[config.mk]
export PLATFORM = sky130hd
export DESIGN_NAME = accel_seq_driver
export DESIGN_NICKNAME = d
export VERILOG_FILES = /design/src/rtl/accel_seq_pkg.sv /design/src/rtl/accel_seq_timeout.sv /design/src/rtl/accel_seq_driver.sv
export SDC_FILE = /design/constraint.sdc
export NUM_CORES = 1
export LEC_CHECK = 0
export CORE_UTILIZATION = 50
export CTS_CLUSTER_DIAMETER = 150
export DETAILED_ROUTE_END_ITERATION = 16
export PLACE_DENSITY = 0.84
export SYNTH_ARGS = -nofsm -noshare
export SYNTH_HDL_FRONTEND = slang
export SYNTH_HIERARCHICAL = 1
export SYNTH_SLANG_ARGS = --single-unit
[constraint.sdc]
create_clock -name clk_i -period 3 [get_ports clk_i]
set_input_delay 0.6 -clock clk_i [delete_from_list [all_inputs] [get_ports clk_i]]
set_output_delay 0.6 -clock clk_i [all_outputs]
set_load 0.1 [all_outputs]
[src/rtl/accel_seq_pkg.sv]
// accel_seq_pkg: shared types and defaults for the accelerator sweep driver.
//   - seq_state_e : sweep FSM states
//   - *_DEF       : default widths and watchdog limit
//   - res_rec_t   : {a, b, y} result record at the default data width, for
//                   host-side code that consumes the result port.
package accel_seq_pkg;

  localparam int unsigned DATA_W_DEF  = 8;
  localparam int unsigned CNT_W_DEF   = 9;
  localparam int unsigned TIMEOUT_DEF = 1023;

  typedef enum logic [2:0] {
    IDLE   = 3'd0,
    LAUNCH = 3'd1,
    GUARD  = 3'd2,
    WAIT   = 3'd3,
    REPORT = 3'd4
  } seq_state_e;

  typedef struct packed {
    logic [DATA_W_DEF-1:0] a;
    logic [DATA_W_DEF-1:0] b;
    logic [DATA_W_DEF-1:0] y;
  } res_rec_t;

endpackage

[src/rtl/accel_seq_timeout.sv]
// accel_seq_timeout: loadable down-counter used as the WAIT watchdog.
//   clk_i     : clock
//   rst_i     : asynchronous active-high reset (counter cleared)
//   load_i    : preload to LOAD_VAL-1
//   dec_i     : count one elapsed cycle (saturates at zero)
//   expired_o : counter is at zero, i.e. LOAD_VAL cycles have been counted
//               since the load (one per dec_i, including the current one)
module accel_seq_timeout #(
  parameter int unsigned LOAD_VAL = 1023,
  parameter int unsigned W        = $clog2(LOAD_VAL + 1)
) (
  input  logic clk_i,
  input  logic rst_i,
  input  logic load_i,
  input  logic dec_i,
  output logic expired_o
);

  localparam logic [W-1:0] LOAD_M1 = W'(LOAD_VAL - 1);
  localparam logic [W-1:0] ZERO_C  = {W{1'b0}};
  localparam logic [W-1:0] ONE_C   = W'(1);

  logic [W-1:0] cnt_r;

  // Watchdog count register: load has priority, decrement stops at zero.
  always_ff @(posedge clk_i or posedge rst_i) begin
    if (rst_i) begin
      cnt_r <= ZERO_C;
    end else if (load_i) begin
      cnt_r <= LOAD_M1;
    end else if (dec_i && (cnt_r != ZERO_C)) begin
      cnt_r <= cnt_r - ONE_C;
    end else begin
      cnt_r <= cnt_r;
    end
  end

  assign expired_o = (cnt_r == ZERO_C);

endmodule

[src/rtl/accel_seq_driver.sv]
// accel_seq_driver: runs a sweep of (a, b) operand pairs through one root
// accelerator (y = floor sqrt(a + floor cbrt b)) and returns each result as an
// {a, b, y} record over a valid/ready port.
//   clk_i, rst_i              : clock, asynchronous active-high reset
//   start_i, a_start_i,
//   b_start_i, count_i        : sweep request, sampled only when idle
//   busy_o, done_o, err_o     : sweep status (done pulses, err is sticky)
//   acc_rst_o, acc_a_o,
//   acc_b_o                   : accelerator launch/reset and operands
//   acc_busy_i, acc_y_i       : accelerator status and result
//   res_valid_o, res_ready_i,
//   res_a_o, res_b_o, res_y_o : result record handshake
module accel_seq_driver
  import accel_seq_pkg::*;
#(
  parameter int unsigned DATA_W  = DATA_W_DEF,
  parameter int unsigned CNT_W   = CNT_W_DEF,
  parameter int unsigned TIMEOUT = TIMEOUT_DEF
) (
  input  logic              clk_i,
  input  logic              rst_i,
  input  logic              start_i,
  input  logic [DATA_W-1:0] a_start_i,
  input  logic [DATA_W-1:0] b_start_i,
  input  logic [CNT_W-1:0]  count_i,
  output logic              busy_o,
  output logic              done_o,
  output logic              err_o,
  output logic              acc_rst_o,
  output logic [DATA_W-1:0] acc_a_o,
  output logic [DATA_W-1:0] acc_b_o,
  input  logic              acc_busy_i,
  input  logic [DATA_W-1:0] acc_y_i,
  output logic              res_valid_o,
  input  logic              res_ready_i,
  output logic [DATA_W-1:0] res_a_o,
  output logic [DATA_W-1:0] res_b_o,
  output logic [DATA_W-1:0] res_y_o
);

  typedef struct packed {
    logic [DATA_W-1:0] a;
    logic [DATA_W-1:0] b;
    logic [DATA_W-1:0] y;
  } rec_t;

  localparam logic [DATA_W-1:0] D_ZERO = {DATA_W{1'b0}};
  localparam logic [DATA_W-1:0] D_ONE  = DATA_W'(1);
  localparam logic [CNT_W-1:0]  C_ZERO = {CNT_W{1'b0}};
  localparam logic [CNT_W-1:0]  C_ONE  = CNT_W'(1);

  seq_state_e        state_r, state_s;
  logic [DATA_W-1:0] a_r, a_s, b_r, b_s;
  logic [CNT_W-1:0]  rem_r, rem_s;
  rec_t              rec_r, rec_s;
  logic              valid_r, valid_s;
  logic              err_r, err_s;
  logic              done_r, done_s;
  logic              busy_r, busy_s;
  logic              acc_rst_r, acc_rst_s;
  logic              to_load_s, to_dec_s, to_expired_s;

  accel_seq_timeout #(
    .LOAD_VAL (TIMEOUT)
  ) u_timeout (
    .clk_i     (clk_i),
    .rst_i     (rst_i),
    .load_i    (to_load_s),
    .dec_i     (to_dec_s),
    .expired_o (to_expired_s)
  );

  // Next-state and next-output logic for the sweep FSM.
  always_comb begin
    state_s   = state_r;
    a_s       = a_r;
    b_s       = b_r;
    rem_s     = rem_r;
    rec_s     = rec_r;
    valid_s   = valid_r;
    err_s     = err_r;
    done_s    = 1'b0;
    to_load_s = 1'b0;
    to_dec_s  = 1'b0;
    case (state_r)
      IDLE: begin
        if (start_i) begin
          if (count_i == C_ZERO) begin
            done_s = 1'b1;
          end else begin
            a_s     = a_start_i;
            b_s     = b_start_i;
            rem_s   = count_i;
            err_s   = 1'b0;
            state_s = LAUNCH;
          end
        end else begin
          state_s = IDLE;
        end
      end
      LAUNCH: begin
        state_s = GUARD;
      end
      GUARD: begin
        // busy from the accelerator may not have risen yet; only arm the watchdog
        to_load_s = 1'b1;
        state_s   = WAIT;
      end
      WAIT: begin
        if (!acc_busy_i) begin
          rec_s   = '{a: a_r, b: b_r, y: acc_y_i};
          valid_s = 1'b1;
          state_s = REPORT;
        end else if (to_expired_s) begin
          err_s   = 1'b1;
          done_s  = 1'b1;
          state_s = IDLE;
        end else begin
          to_dec_s = 1'b1;
        end
      end
      REPORT: begin
        if (res_ready_i) begin
          valid_s = 1'b0;
          rem_s   = rem_r - C_ONE;
          a_s     = a_r + D_ONE;
          b_s     = b_r + D_ONE;
          if (rem_r == C_ONE) begin
            done_s  = 1'b1;
            state_s = IDLE;
          end else begin
            state_s = LAUNCH;
          end
        end else begin
          state_s = REPORT;
        end
      end
      default: begin
        valid_s = 1'b0;
        state_s = IDLE;
      end
    endcase
    // Status outputs are registered from the state being entered so they line up with it.
    busy_s    = (state_s != IDLE);
    acc_rst_s = !((state_s == GUARD) || (state_s == WAIT));
  end

  // State, operand counters and registered outputs.
  always_ff @(posedge clk_i or posedge rst_i) begin
    if (rst_i) begin
      state_r   <= IDLE;
      a_r       <= D_ZERO;
      b_r       <= D_ZERO;
      rem_r     <= C_ZERO;
      rec_r     <= '{a: D_ZERO, b: D_ZERO, y: D_ZERO};
      valid_r   <= 1'b0;
      err_r     <= 1'b0;
      done_r    <= 1'b0;
      busy_r    <= 1'b0;
      acc_rst_r <= 1'b1;
    end else begin
      state_r   <= state_s;
      a_r       <= a_s;
      b_r       <= b_s;
      rem_r     <= rem_s;
      rec_r     <= rec_s;
      valid_r   <= valid_s;
      err_r     <= err_s;
      done_r    <= done_s;
      busy_r    <= busy_s;
      acc_rst_r <= acc_rst_s;
    end
  end

  assign busy_o      = busy_r;
  assign done_o      = done_r;
  assign err_o       = err_r;
  assign acc_rst_o   = acc_rst_r;
  assign acc_a_o     = a_r;
  assign acc_b_o     = b_r;
  assign res_valid_o = valid_r;
  assign res_a_o     = rec_r.a;
  assign res_b_o     = rec_r.b;
  assign res_y_o     = rec_r.y;

endmodule

==> results of run 1 <==
how the worst min path moves through the flow:
stage / cells past startpoint / to / start / slack (ns)
after CTS: 1 / rem_r[8] / rem_r[8] / 0.51
after global placement: 1 / rem_r[8] / rem_r[8] / 0.48
after floorplan: 1 / u_timeout/cnt_r[0] / rst_i / 0.44
after global routing: 1 / rem_r[8] / rem_r[8] / 0.52
after detailed placement: 1 / rem_r[8] / rem_r[8] / 0.48
final: 1 / rem_r[8] / rem_r[8] / 0.50
flip-flops by register name (all words and copies together), names as in the netlist:
register,count
u_timeout/cnt_r,10
state_r,3
res_a_o,8
res_y_o,8
acc_a_o,8
acc_rst_o,1
err_o,1
res_b_o,8
done_o,1
rem_r,9
acc_b_o,8
busy_o,1
res_valid_o,1
stage by stage:
step	instances	util, %	hold WS [ns]
2_1_floorplan	349	-	0.440
3_3_place_gp	520	64.5	0.475
3_5_place_dp	520	64.5	0.482
4_1_cts	535	67.7	0.507
5_1_grt	535	67.7	0.523
6_report	535	67.7	0.502
worst register-to-register path, stage by stage (launching register included):
cell      delay (ns)
dfrtp_1         0.46
or4_1           0.67
nor3_1          0.29
nand2b_1        0.19
nor3_1          0.07
buf_4           0.18
nand2_1         0.20
a211oi_1        0.06
or3_1           0.36
kinds of logic after synthesis:
logic type | count (synthesis) | share of synthesized area [%]
compound gates | 94 | 20.0
mux | 28 | 8.77
simple gates | 114 | 17.3
fa+ha+maj | 5 | 1.76
buf+inv | 41 | 4.97
flops | 67 | 47.2
per-layer routing:
layer | part of all wire, % | wire length (µm) | GRT usage, % | up-vias
met5 | 0 | 0 | 0 | -
met4 | 2.4 | 217 | 11.5 | 0
met3 | 6.9 | 627 | 3.62 | 21
met2 | 47 | 4320 | 40.5 | 150
met1 | 44 | 3980 | 35.3 | 1552
li1 | - | - | - | 1474
placed cells by master (no fill, tap or decap), types with 2 or more instances in the layout:
cell             count
dfrtp_1             66
buf_4               58
clkdlybuf4s50_1     37
mux2_2              24
nor2_1              21
inv_1               19
nand2_1             19
nor3_1              19
o22ai_1             14
nand3_1             13
o21ai_0             11
o2bb2ai_1           11
a21oi_1             11
clkbuf_8             9
a22oi_1              8
o21ai_1              7
nor2b_1              6
nand4_1              5
a22oi_2              5
ha_1                 5
or3_1                4
nor4_1               4
o211ai_2             3
or4_1                3
a31oi_1              3
nand2b_1             3
a211oi_1             3
mux2i_1              3
or3b_2               2
o32ai_1              2
nand3b_1             2
bufinv_16            2
o31ai_1              2
o31a_1               2
area by class of cell:
class | instances | area [µm²]
Fill cell | 524 | 2210
Multi-Input combinational cell | 241 | 1710
Sequential cell | 67 | 1680
Timing Repair Buffer | 96 | 826
Clock buffer | 9 | 124
Tap cell | 96 | 120
Clock inverter | 6 | 90.1
Inverter | 20 | 75.1
==> metrics.txt, run 1 <==
number of design rule violations left after detail routing=0; R2R depth=8; register area share after synthesis=47.2%; max-slew violation total from the final report=0; count of max-cap constraint violations=0; routability congestion estimate from global placement=0.854; reg2reg setup slack=0.39 ns; largest net degree at the start of global routing=28; TritonCTS clock tree=done; CP max FO=8; number of antenna violations at the first check in global routing=0; number of gates resized after cts=0; most numerous cell in the Yosys netlist=dfrtp_1; Slew HR=63.3%; final worst slack=0.386 ns; Worst Skew=0.00916 ns; critical path cell sequence=or4_1, nor3_1, nand2b_1, nor3_1, buf_4, nand2_1, a211oi_1, or3_1; total routed wirelength=9.15 mm; Crit Reg-Reg Startpoint=u_timeout/cnt_r[5]; starting density of the core=52.0%; Worst-path clk slew=0.07 ns; gr usage total=25.7%; RSZ-0062 raised after global routing=false; Post-Place Cell Area=4410 µm²; Crit path largest cell delay=0.67 ns; Top FF cell, synth=dfrtp_1; # Post-CTS Setup Buffers=0; CTS H-Tree Depth=3; leading cell types by count after synthesis=dfrtp_1 (66), mux2_2 (24), nor2_1 (21), inv_1 (20); diode count=0; post-DR vias/cell=5.98; CP arrival=2.84 ns; clock tree buffer depth=2; Tcrit/Tclk final=87.1%; Final Hold Viols=0; count of vias placed by the detailed router=3197; wire length of the first global-routing pass=14.9 mm; clock latency on the worst-skew pair=0.35 ns; WP data required=3.22 ns; final period demand of the worst path=2.61 ns; run status=finished, final reports clean; half-perimeter wire length after detailed placement=6.24 mm; Setup crit end kind=flop; Synth async-reset ratio=100%; number of distinct standard cells referenced by the synthesized netlist=59; kind of path behind the tightest hold check=flop to flop; top-level I/O count=83; proportion of layout cells with a drive suffix above 1=27.6%; area overhead of the layout relative to synthesis=30.1%; setup TNS after final layout=0 ns; hold buffer count at cts=0; core region area=6830 µm²; cell types occupying the most area after synthesis=dfrtp_1 (46%), mux2_2 (7.6%), o2bb2ai_1 (2.7%), nor3_1 (2.7%), o22ai_1 (2.5%); capture instance of the worst register-to-register path=u_timeout/cnt_r[4]; number of instances in the synthesized netlist=349; synth warn=6; number of enable flip-flop cells after synthesis=0; syn nets=392; number of buffers inserted by port buffering=82; cell area after layout=4620 µm²; 1st-pass router iterations=5; overall die width=86.3 µm; Mapped Area=3550 µm²; sinks on the clock net=67; Crit path depth=8; flip-flop and latch count after synthesis=67; CTS root buf=clkbuf_8; Die Y-Extent=86.3 µm; clock buffer count from CTS=9; Post-DRT Antenna Nets=0; total setup violations reported at the end of the flow=0; library cell with the largest summed area after synthesis=dfrtp_1; area share of the largest cell type after synthesis=46.5%; launch point of the critical path=u_timeout/cnt_r[5]; WL per Instance=17.1 µm; via count of the first global-routing pass=3061; gr ovfl total=0; count of buffering cells on the critical path with inverters included=1; WS Path Type=flop to flop; setup slack at placement=0.258 ns; Die Outline Area=7450 µm²; initial detailed-routing violation count=251; slew of the pin with the lowest slew margin=0.546 ns; number of placement rows=30; Crit path max-delay family=simple AND/OR/NAND/NOR gates; achievable frequency=383 MHz; most repeated library cell on the critical path=nor3_1; post-layout net count=478; capture point of the critical path=u_timeout/cnt_r[4]; Post-Synthesis Mean Instance Area=10.2 µm²; cell with the largest stage delay on the worst path=or4_1; critical path launch point type=flop
Power of run 1 is left out: the tool's default activity adds up to more than one toggle a clock period on the data nets, which glitch-free logic cannot reach.
==> run 2, diff against run 1 <==
Settings changed: CAP_MARGIN set to 25.
==> results of run 2 <==
Final layout, timing and power as in run 1 (identical DEF).
Power of run 2 is left out for the same reason.
